==> src/rtl/mac_out_packer.sv <==
// Output packer for the sequential MAC accelerator: captures whole result vectors
// into a small FIFO and streams them out as busWidth beats over a valid/ready bus.
module mac_out_packer #(
   parameter int outputElements = 32,
   parameter int outputBits     = 4,
   parameter int busWidth       = 32,
   parameter int depth          = 2,
   localparam int beatsPerVec   = outputElements*outputBits/busWidth,
   localparam int cntBits       = $clog2(depth+1)
) (
   input  logic                                       clk,
   input  logic                                       nrst,
   input  logic [outputElements-1:0][outputBits-1:0]  mac_data_i,
   input  logic                                       mac_valid_i,
   output logic                                       stall_o,
   output logic [busWidth-1:0]                        out_data_o,
   output logic                                       out_valid_o,
   input  logic                                       out_ready_i,
   output logic                                       out_last_o,
   output logic [cntBits-1:0]                         occupancy_o,
   output logic                                       overflow_o,
   input  logic                                       clear_i
);

   localparam int vecBits  = outputElements*outputBits;
   localparam int ptrBits  = (depth > 1) ? $clog2(depth) : 1;
   localparam int beatBits = (beatsPerVec > 1) ? $clog2(beatsPerVec) : 1;

   logic [vecBits-1:0]  mem [depth];
   logic [ptrBits-1:0]  wr_ptr;
   logic [ptrBits-1:0]  rd_ptr;
   logic [cntBits-1:0]  occ;
   logic [beatBits-1:0] beat_cnt;
   logic                ovf;
   logic [vecBits-1:0]  head;
   logic                last_beat;
   logic                xfer;
   logic                pop;
   logic                push;
   logic                drop;

   // depth need not be a power of two, so wrap by compare-and-reset
   function automatic logic [ptrBits-1:0] ptr_next(input logic [ptrBits-1:0] p);
      return (p == ptrBits'(depth-1)) ? '0 : p + 1'b1;
   endfunction

   // Handshake: a beat moves when out_valid_o && out_ready_i; while valid is high
   // and ready low, data/valid/last hold because head and beat_cnt do not change.
   assign head        = mem[rd_ptr];
   assign out_valid_o = (occ != '0);
   assign last_beat   = (beat_cnt == beatBits'(beatsPerVec-1));
   assign xfer        = out_valid_o && out_ready_i;
   assign pop         = xfer && last_beat;
   assign push        = mac_valid_i && ((occ != cntBits'(depth)) || pop);
   assign drop        = mac_valid_i && !push;
   assign out_last_o  = out_valid_o && last_beat;
   assign out_data_o  = out_valid_o ? head[beat_cnt*busWidth +: busWidth] : '0;
   assign occupancy_o = occ;
   assign overflow_o  = ovf;

   // One slot stays reserved for a result already in the accelerator pipeline.
   assign stall_o     = (occ >= cntBits'(depth-1));

   always_ff @(posedge clk or negedge nrst) begin
      if (!nrst) begin
         wr_ptr   <= '0;
         rd_ptr   <= '0;
         occ      <= '0;
         beat_cnt <= '0;
         ovf      <= 1'b0;
      end else begin
         if (push) wr_ptr <= ptr_next(wr_ptr);
         if (pop)  rd_ptr <= ptr_next(rd_ptr);
         if (push && !pop)      occ <= occ + 1'b1;
         else if (pop && !push) occ <= occ - 1'b1;
         if (xfer) beat_cnt <= last_beat ? '0 : beat_cnt + 1'b1;
         if (drop)         ovf <= 1'b1;
         else if (clear_i) ovf <= 1'b0;
      end
   end

   // Storage needs no reset: out_data_o is masked while the FIFO is empty.
   always_ff @(posedge clk) begin
      if (push) mem[wr_ptr] <= mac_data_i;
   end

endmodule

==> config.mk <==
export PLATFORM = sky130hd
export DESIGN_NAME = mac_out_packer
export DESIGN_NICKNAME = d
export VERILOG_FILES = /design/src/rtl/mac_out_packer.sv
export SDC_FILE = /design/constraint.sdc
export NUM_CORES = 1
export LEC_CHECK = 0
export CAP_MARGIN = 5
export CORE_AREA = 2 2 142 144
export DETAILED_ROUTE_END_ITERATION = 16
export DIE_AREA = 0 0 144 146
export GPL_TIMING_DRIVEN = 0
export PLACE_DENSITY = 0.78
export SLEW_MARGIN = 25
export SYNTH_ARGS = -nofsm -noshare
export SYNTH_HDL_FRONTEND = slang
export SYNTH_SLANG_ARGS = --single-unit
==> constraint.sdc <==
create_clock -name clk -period 8.52 [get_ports clk]
set_clock_uncertainty 0.2 [all_clocks]
set_input_delay 0.852 -clock clk [delete_from_list [all_inputs] [get_ports clk]]
set_output_delay 0.852 -clock clk [all_outputs]
set_load 0.02 [all_outputs]
=== Yosys cells after proc, flatten, opt, wreduce, memory -nomap -nowiden ===
Memory sizes are Yosys's and may differ from the RTL's.
Cells that the tools add are included.

* Output and inout port bits: 38
* Memories: 1
* Register bits after elaboration: 7
* Bits of input ports: 133
* Memory bits (writable): 256
* Logic and storage cells: 38

{| class="wikitable"
|+ Memory list
! name !! depth !! width !! rd ports !! clocked after Yosys merged registers in !! wr ports !! RTL line !! text
|-
| mem || 2 || 128 || 1 || 0 || 1 || 29 || <nowiki>logic [vecBits-1:0] mem [depth];</nowiki>
|}

* Muxes and demuxes: 10
* Reductions and logical operators: 13
* Eq/ne operators: 2
* $add $sub $neg: 5
* Shifts and indexed selects: 1
* Magnitude comparators: 1

{| class="wikitable"
|+ Operators with widths
! cell !! count
|-
| 128-bit by 8-bit indexed part select with 32-bit output || 1
|-
| 32-bit 2-to-1 mux || 1
|-
| 1-bit logical AND || 7
|-
| 1-bit 2-to-1 mux || 6
|-
| 2-bit 2-to-1 mux || 3
|-
| 2-bit nonzero test || 3
|-
| 2-bit by 1-bit adder with 2-bit output, second input constant || 2
|-
| 1-bit adder, second input constant || 2
|-
| 2-bit equality test, second input constant || 1
|-
| 2-bit by 1-bit >= comparator with 1-bit output, second input constant || 1
|-
| 1-bit zero test || 2
|-
| 2-bit != test, second input constant || 1
|-
| 2-bit by 1-bit subtractor with 2-bit output, second input constant || 1
|-
| 1-bit logical OR || 1
|}

=== Longest topological paths before layout ===
Gate-level depths: netlist of run 1.

* Depth in word-level cells: 9
* Gate-level depth with buffers: 8
* Depth with buffers taken out: 7

=== Worst setup path before layout of run 1 ===
No wires, ideal clock.

* Path kind: register to register
* From: register occ[0] (netlist: occupancy_o[0])
* To: memory mem[0][0] (netlist name), enable pin
* Slack: 610 ps
* Path buffers: 1
* Arrival: 7078 ps
* Data required time: 7688 ps
* Cell stages (with the launch flop): 7
* Period minus slack after synthesis: 7910 ps
* Cell sequence: dfrtp_1 -> inv_1 -> ha_1 -> clkbuf_1 -> nand3b_1 -> a21boi_2 -> nor2b_1

* Cells in the longest elaborated chain, start to end: 7

{| class="wikitable"
|+ RTL lines
! what !! RTL line !! text
|-
| start: declaration || 32 || <nowiki>logic [cntBits-1:0] occ;</nowiki>
|-
| start signal: assignment || 74 || <nowiki>if (push && !pop) occ <= occ + 1'b1;</nowiki>
|-
| start signal: assignment || 75 || <nowiki>else if (pop && !push) occ <= occ - 1'b1;</nowiki>
|-
| 2-bit nonzero test || 50 || <nowiki>assign out_valid_o = (occ != '0);</nowiki>
|-
| 1-bit logical AND || 52 || <nowiki>assign xfer = out_valid_o && out_ready_i;</nowiki>
|-
| 1-bit logical AND || 53 || <nowiki>assign pop = xfer && last_beat;</nowiki>
|-
| 1-bit logical OR * || 54 || <nowiki>assign push = mac_valid_i && ((occ != cntBits'(depth)) || pop);</nowiki>
|-
| 1-bit logical AND * || 54 ||
|-
| 1-bit 2-to-1 mux * || 84 || <nowiki>if (push) mem[wr_ptr] <= mac_data_i;</nowiki>
|-
| 1-bit 2-to-1 mux (implied by the code) * || 84 ||
|-
| end: declaration || 29 ||
|}

Every way passes the cells marked *; elsewhere a longest branch is shown, timed or not.

=== Final worst setup path of run 1 ===
* From: register occ[0] (netlist: occupancy_o[0])
* To: output out_data_o[24]

* Cells in the longest elaborated chain, start to end: 2

{| class="wikitable"
|+ RTL lines
! what !! RTL line !! text
|-
| 2-bit nonzero test || 50 ||
|-
| 32-bit 2-to-1 mux || 57 || <nowiki>assign out_data_o = out_valid_o ? head[beat_cnt*busWidth +: busWidth] : '0;</nowiki>
|-
| end: declaration || 16 || <nowiki>output logic [busWidth-1:0] out_data_o,</nowiki>
|}

No other way between the ends.

==> results.ini, run 1 <==
[timing]
setup_violations=0
max_freq_mhz=248.6
fin_crit_sh_pct=47.22
finalCriticalPeriod_ns=4.023
grt_setup_unrepaired=false
slew_headroom_pct=51.59
fin_ws_ns=4.497
tightest_slew_ns=0.7262
whs_ns=0.3248
drv_slew=0
hold_violations=0

[cts]
cts_hold_buf=0
path_clk_slew_ns=0.06
cts-root-buf=clkbuf_16
clock_latency_ns=0.51
numCtsBuffers=26
cts_tree=built
cts_max_level=1
cts_resized=0
cts_setup_buffers=0
clock_sinks=263
clock_path_buffers=3

[logic_synthesis]
syn_nets=578
avgSynthCellArea_um2=22.96
synth_area_leaders=edfxtp_1 76%, mux4_2 14%, mux2i_1 3.2%
mappedNetlistArea_um2=10100
ys_seq_area_share_pct=77.82
ys_seq_elements=263
synthCells=440
yosys_warnings=0
yosysTopAreaCell=edfxtp_1
ys_types=23
synth_top_area_share_pct=76.09

[hold_path]
whs_endpoint=occupancy_o[0]$_DFFE_PN0P_
hp-start=occupancy_o[0]$_DFFE_PN0P_
worstHoldPathType=flop to flop
min_path_cells=1

[routing]
drc=0
via_per_inst=5.450
routed-via-count=5063
drt_iter0_markers=394
dr.pass1.iters=5
ant_nets=0
wl_um=20590
wl_per_cell_um=22.16

[global_route]
grt_pass1_vias=5500
grt_max_degree=54
grt-ovfl-total=0
grt_first_pass_wirelength_um=31140
track_usage_pct=19.74
antenna_found_initial=1

[critical_path]
cp-start-kind=flop
cp_slowest_cell=clkdlybuf4s50_1
path_common_cell=clkbuf_1
crit_buf_inv=4
crit_arrival_ns=2.97
rr_startpoint=occupancy_o[0]$_DFFE_PN0P_
crit_fanout=10
r2r-end=mem[0][111]$_DFFE_PP_
critPathKind=flop to output pin
cp_top_family=buffers and inverters
endpoint_kind=output pin
max_stage_delay_ns=0.59
required_ns=7.47
path_cells=inv_1 > ha_1 > clkbuf_1 > clkbuf_1 > nor2_1 > clkdlybuf4s50_1
r2r_slack_ns=5.15
rr_worst_depth=9

[die]
initial_core_util_pct=52.26
rows=51
fp.dieH_um=146
die_area_um2=21020
core_area_um2=19330
pin_count=171
die_w_um=144

[placed_design]
gp_routability_congestion=0.7449
place_ws_ns=4.913
io_buffers=170
dp_hpwl_um=14010

[power]
cellPowerDensity_nw_per_um2=356.6
worst_ir_drop_vdd_mv=0.1975
p_leak_nw=4.431
finalPower_mw=4.671

[flow_run]
maxCapViolations=0

[cells_and_area]
layout.nets=783
postLayoutCoreUtil_pct=67.74
final_layout_size_suffix_gt1_share_pct=19.16
syn_to_final_growth_pct=29.64

[status]
status=complete, no violations

## logic make-up after synthesis
logic type	Yosys count	synth area share [%]
AO/OA/AOI/OAI	3	0.2105
XOR/XNOR	4	0.3468
adder cells (fa/ha/maj)	5	0.6192
buffers and inverters	27	1.672
flip-flops	263	77.82
multiplexers	98	17.70
AND/OR/NAND/NOR	40	1.635
## final cells by class
class | count | area [µm²]
Multi-Input combinational cell | 150 | 2082
Buffer | 22 | 150.1
Sequential cell | 263 | 7863
Clock buffer | 31 | 690.7
Inverter | 5 | 18.77
Tap cell | 265 | 331.6
Clock inverter | 15 | 72.57
Timing Repair Buffer | 177 | 1887
Fill cell | 1235 | 6237
Antenna cell | 1 | 2.502
## through the flow
stage | TNS (ns) | cells | cell area, µm²
after floorplan | 0 | 440 | 10100
after global placement | -266.40 | 875 | 12140
after detailed placement | 0 | 882 | 12330
after CTS | 0 | 928 | 13100
after global routing | 0 | 928 | 13100
final | 0 | 929 | 13100
## per-layer routing
layer,GRT usage (%),share of wire (%),wire [µm],up-vias
met5,0,0,0,-
met4,4.706,1.6,322,0
met3,4.113,7.3,1509,29
met2,34.07,52,10690,192
met1,25.93,39,8066,2603
li1,-,-,-,2239
## sequential cells by signal, summed over array words and instances (netlist names)
| register | count |
|---|---|
| mem | 256 |
| beat_cnt | 2 |
| occupancy_o | 2 |
| overflow_o | 1 |
| rd_ptr | 1 |
| wr_ptr | 1 |
## cell usage in the layout, fill, tap and decap left out
master / count
edfxtp_1: 256
clkdlybuf4s50_1: 170
mux4_2: 63
nor2_1: 33
mux2i_1: 32
clkbuf_16: 27
buf_2: 11
clkbuf_1: 10
dfrtp_1: 7
clkinv_2: 7
clkinv_1: 6
buf_16: 6
inv_1: 5
ha_1: 5
buf_6: 2
buf_12: 2
buf_8: 2
nor2b_1: 2
xnor2_1: 2
mux2_2: 2
xor2_1: 2
o21ai_0: 2
clkinvlp_4: 2
diode_2: 1
nand3b_1: 1
a21boi_2: 1
nor2b_4: 1
mux4_1: 1
and2_4: 1
nand2_1: 1
nand3_1: 1
## cells in the mapped netlist
library cell	count
clkbuf_1	6
mux4_1	1
dfrtp_1	7
xor2_1	2
mux2i_1	32
buf_12	1
buf_6	2
buf_8	2
and2_1	1
nor2_1	33
nand3_1	1
o21ai_0	2
ha_1	5
nand2_1	1
mux4_2	63
buf_2	11
nor2b_1	3
mux2_2	2
inv_1	5
xnor2_1	2
edfxtp_1	256
a21boi_2	1
nand3b_1	1
## power breakdown
group	total [mW]	leakage, nW	internal (mW)	switching, mW
logic	1.81	1.59	0.879	0.931
registers	1.85	2.47	1.77	0.0784
clock network	1.01	0.375	0.574	0.439
## how the worst max path moves through the flow
| stage | slack [ns] | depth (start not counted) | start | endpoint |
|---|---|---|---|---|
| after floorplan | 0.61 | 6 | occupancy_o[0]$_DFFE_PN0P_ | mem[0][0]$_DFFE_PP_ |
| after global placement | -2.09 | 4 | out_ready_i | mem[0][79]$_DFFE_PP_ |
| after detailed placement | 4.91 | 7 | out_ready_i | mem[0][111]$_DFFE_PP_ |
| after CTS | 4.42 | 6 | occupancy_o[0]$_DFFE_PN0P_ | out_data_o[24] |
| after global routing | 4.39 | 6 | occupancy_o[0]$_DFFE_PN0P_ | out_data_o[24] |
| final | 4.50 | 6 | occupancy_o[0]$_DFFE_PN0P_ | out_data_o[24] |
Power figures use the tool's default switching activity.
==> run 2, diff against run 1 <==
Settings changed: CORE_AREA 2 2 142 144 to 2 2 149 151, DIE_AREA 0 0 144 146 to 0 0 151 153, PLACE_DENSITY 0.78 to 0.75.
Clock period 8.52 ns to 3.7 ns, I/O delays scaled along.
==> run 2 against run 1 <==
Effect of this change:
- register-to-register slack got worse by 4.6 ns
- cell count grew 1.9%
- first-iteration DRC count is 30% lower
- largest cell class unchanged
- count of clock-buffer cells in the layout shrank 2
- cell area up 1.6%
- setup slack got worse by 4.1 ns
- wire length increased by 3.5%
- sequential share of layout area decreased by 0.93 points
- critical endpoint is now out_data_o[5]
- power rose by 140%
- critical path depth fell by 1
- critical path type unchanged
- hold slack got worse by 0.095 ns
- die area up 9.9%
==> results.ini, run 2 (same netlist as run 1, synthesis figures left out) <==
[critical_path]
cp_top_family=buffers and inverters  ; unchanged
crit_fanout=10  ; unchanged
required_ns=3.13  ; was 7.47 ns
cp_slowest_cell=clkbuf_1  ; was clkdlybuf4s50_1
crit_cells=5  ; was 6
cp-start-kind=flop  ; unchanged
rr_worst_depth=10  ; was 9
r2r-end=mem[0][15]$_DFFE_PP_  ; was mem[0][111]$_DFFE_PP_
crit_buf_inv=2  ; was 4
critPathKind=flop to output pin  ; unchanged
max_stage_delay_ns=0.65  ; was 0.59 ns
path_cells=clkbuf_1 > mux4_2 > mux2i_1 > nor2_1 > clkdlybuf4s50_1  ; was inv_1 > ha_1 > clkbuf_1 > clkbuf_1 > nor2_1 > clkdlybuf4s50_1
rr_startpoint=occupancy_o[1]$_DFFE_PN0P_  ; was occupancy_o[0]$_DFFE_PN0P_
r2r_slack_ns=0.51  ; was 5.15 ns
endpoint_kind=output pin  ; unchanged
crit_arrival_ns=2.77  ; was 2.97 ns

[routing]
wl_um=21300  ; was 20590 µm
ant_nets=0  ; unchanged
dr.pass1.iters=4  ; was 5
drc=0  ; unchanged
drt_iter0_markers=274  ; was 394
routed-via-count=5110  ; was 5063
via_per_inst=5.396  ; was 5.450
wl_per_cell_um=22.49  ; was 22.16 µm

[power]
cellPowerDensity_nw_per_um2=841.3  ; was 356.6 nW/µm²
switching_share_pct=30.23  ; was 31.00%
switchingPower_mw=3.385  ; was 1.448 mW
combPwrFrac_pct=37.6  ; was 38.7%
clock_power_share_pct=24.3  ; was 21.7%
p_int_mw=7.812  ; was 3.223 mW
pwr-share-seq_pct=38.0  ; was 39.6%
p_leak_nw=4.520  ; was 4.431 nW
worst_ir_drop_vdd_mv=0.4506  ; was 0.1975 mV

[global_route]
grt_first_pass_wirelength_um=32200  ; was 31140 µm
track_usage_pct=18.59  ; was 19.74%
grt_pass1_vias=5615  ; was 5500
grt_max_degree=55  ; was 54
grt-ovfl-total=0  ; unchanged
antenna_found_initial=5  ; was 1

[cts]
path_clk_slew_ns=0.06  ; about the same
clock_latency_ns=0.51  ; about the same
cts-root-buf=clkbuf_16  ; unchanged
cts_max_level=1  ; unchanged
cts_resized=0  ; unchanged
clock_path_buffers=3  ; unchanged
cts_setup_buffers=0  ; unchanged
numCtsBuffers=26  ; unchanged
cts_tree=built  ; unchanged
clock_sinks=263  ; unchanged

[timing]
max_freq_mhz=299.5
slew_headroom_pct=44.20  ; was 51.59%
fin_ws_ns=0.3614  ; was 4.497 ns
setup_violations=0  ; unchanged
hold_violations=0  ; unchanged
grt_setup_unrepaired=false  ; unchanged
fin_crit_sh_pct=90.23
tightest_slew_ns=0.8370  ; was 0.7262 ns
finalCriticalPeriod_ns=3.339
drv_slew=0  ; unchanged
tns_ns=0  ; unchanged

[cells_and_area]
postLayoutCellArea_um2=13310  ; was 13100 µm²
finalNonFillerCells=947  ; was 929
largest_reg_flops=256  ; unchanged
num-fill-cells=1488  ; was 1235
final_common_cell=edfxtp_1  ; unchanged
syn_to_final_growth_pct=31.73  ; was 29.64%
postLayoutCoreUtil_pct=61.94  ; was 67.74%
layout.nets=785  ; was 783
regMostFlops=mem  ; unchanged
final_layout_size_suffix_gt1_share_pct=20.87  ; was 19.16%
layout_common_cells=256 x edfxtp_1, 170 x clkdlybuf4s50_1, 63 x mux4_2  ; unchanged

[placed_design]
io_buffers=170  ; unchanged
dp_hpwl_um=14270  ; was 14010 µm
place_ws_ns=0.4763  ; was 4.913 ns
gp_routability_congestion=0.7207  ; was 0.7449
place_area_um2=12400  ; was 12330 µm²
dp.cells=898  ; was 882

[die]
die_area_um2=23100  ; was 21020 µm²
fp.dieH_um=153  ; was 146 µm
core_area_um2=21490  ; was 19330 µm²
die_w_um=151  ; was 144 µm
initial_core_util_pct=47.02  ; was 52.26%
rows=54  ; was 51
pin_count=171  ; unchanged

[flow_run]
maxCapViolations=0  ; unchanged

[hold_path]
hp-start=mac_data_i[94]  ; was occupancy_o[0]$_DFFE_PN0P_
whs_endpoint=mem[1][94]$_DFFE_PP_  ; was occupancy_o[0]$_DFFE_PN0P_
min_path_cells=1  ; unchanged
worstHoldPathType=input pin to flop  ; was flop to flop

[status]
status=complete, no violations  ; unchanged

run 2: cell count changes in the layout (fill, tap and decap cells not counted), sizes merged:
| cell | change |
|---|---|
| clkinvlp | -1 |
| clkinv | -1 |
| bufinv | +5 |
| dlygate4sd3 | +1 |
| buf | +1 |
| clkbuf | -2 |
run 2: area by class of cell:
| type | instances | area, µm² | share of cell area, % |
|---|---|---|---|
| multi-input combinational | 150 | 2085 | 15.66 |
| clock inverter | 18 | 212.7 | 1.598 |
| timing repair buffer | 179 | 1932 | 14.52 |
| antenna | 1 | 2.502 | 0.01880 |
| buffer | 22 | 160.2 | 1.203 |
| clock buffer | 29 | 683.2 | 5.133 |
| tap | 280 | 350.3 | 2.632 |
| inverter | 5 | 18.77 | 0.1410 |
| sequential | 263 | 7865 | 59.10 |
run 2: worst max-delay path by stage:
stage                                     from              endpoint  slack (ns)
CTS                    beat_cnt[1]$_DFFE_PN0N_         out_data_o[5]        0.31
finish                 beat_cnt[1]$_DFFE_PN0N_         out_data_o[5]        0.36
global route           beat_cnt[1]$_DFFE_PN0N_         out_data_o[6]        0.21
global placement                   out_ready_i  mem[0][79]$_DFFE_PP_       -1.11
floorplan           occupancy_o[1]$_DFFE_PN0P_   mem[0][0]$_DFFE_PP_       -0.16
detailed placement                 out_ready_i  mem[0][79]$_DFFE_PP_        0.48
run 2: power groups by stage:
| stage | Clock, mW | Combinational (mW) | Sequential (mW) |
|---|---|---|---|
| final | 2.72 | 4.22 | 4.26 |
| after global routing | 2.89 | 4.52 | 4.31 |
| after CTS | 2.78 | 4.31 | 4.27 |
| after detailed placement | 0 | 4.29 | 4.32 |
| after global placement | 0 | 4.03 | 4.35 |
| after floorplan | 0 | 2.57 | 4.30 |
run 2: through the flow:
| stage | total power, mW | hold slack (ns) |
|---|---|---|
| finish | 11.20 | 0.2295 |
| global route | 11.73 | 0.2211 |
| CTS | 11.36 | 0.2123 |
| detailed placement | 8.611 | 0.2899 |
| global placement | 8.380 | 0.2816 |
| floorplan | 6.875 | -0.1256 |
run 2: per-layer routing:
layer | track usage [%] | up-vias | wire, µm
met3 | 5.224 | 31 | 2027
li1 | - | 2244 | -
met2 | 30.63 | 220 | 10570
met5 | 0 | - | 42
met1 | 24.74 | 2609 | 8285
met4 | 4.539 | 6 | 374
run 2: what timing repair did:
action | in CTS | in global routing
hold endpoints to repair | 7 | 0
setup endpoints to repair | 0 | 0
hold buffers | 1 | 0
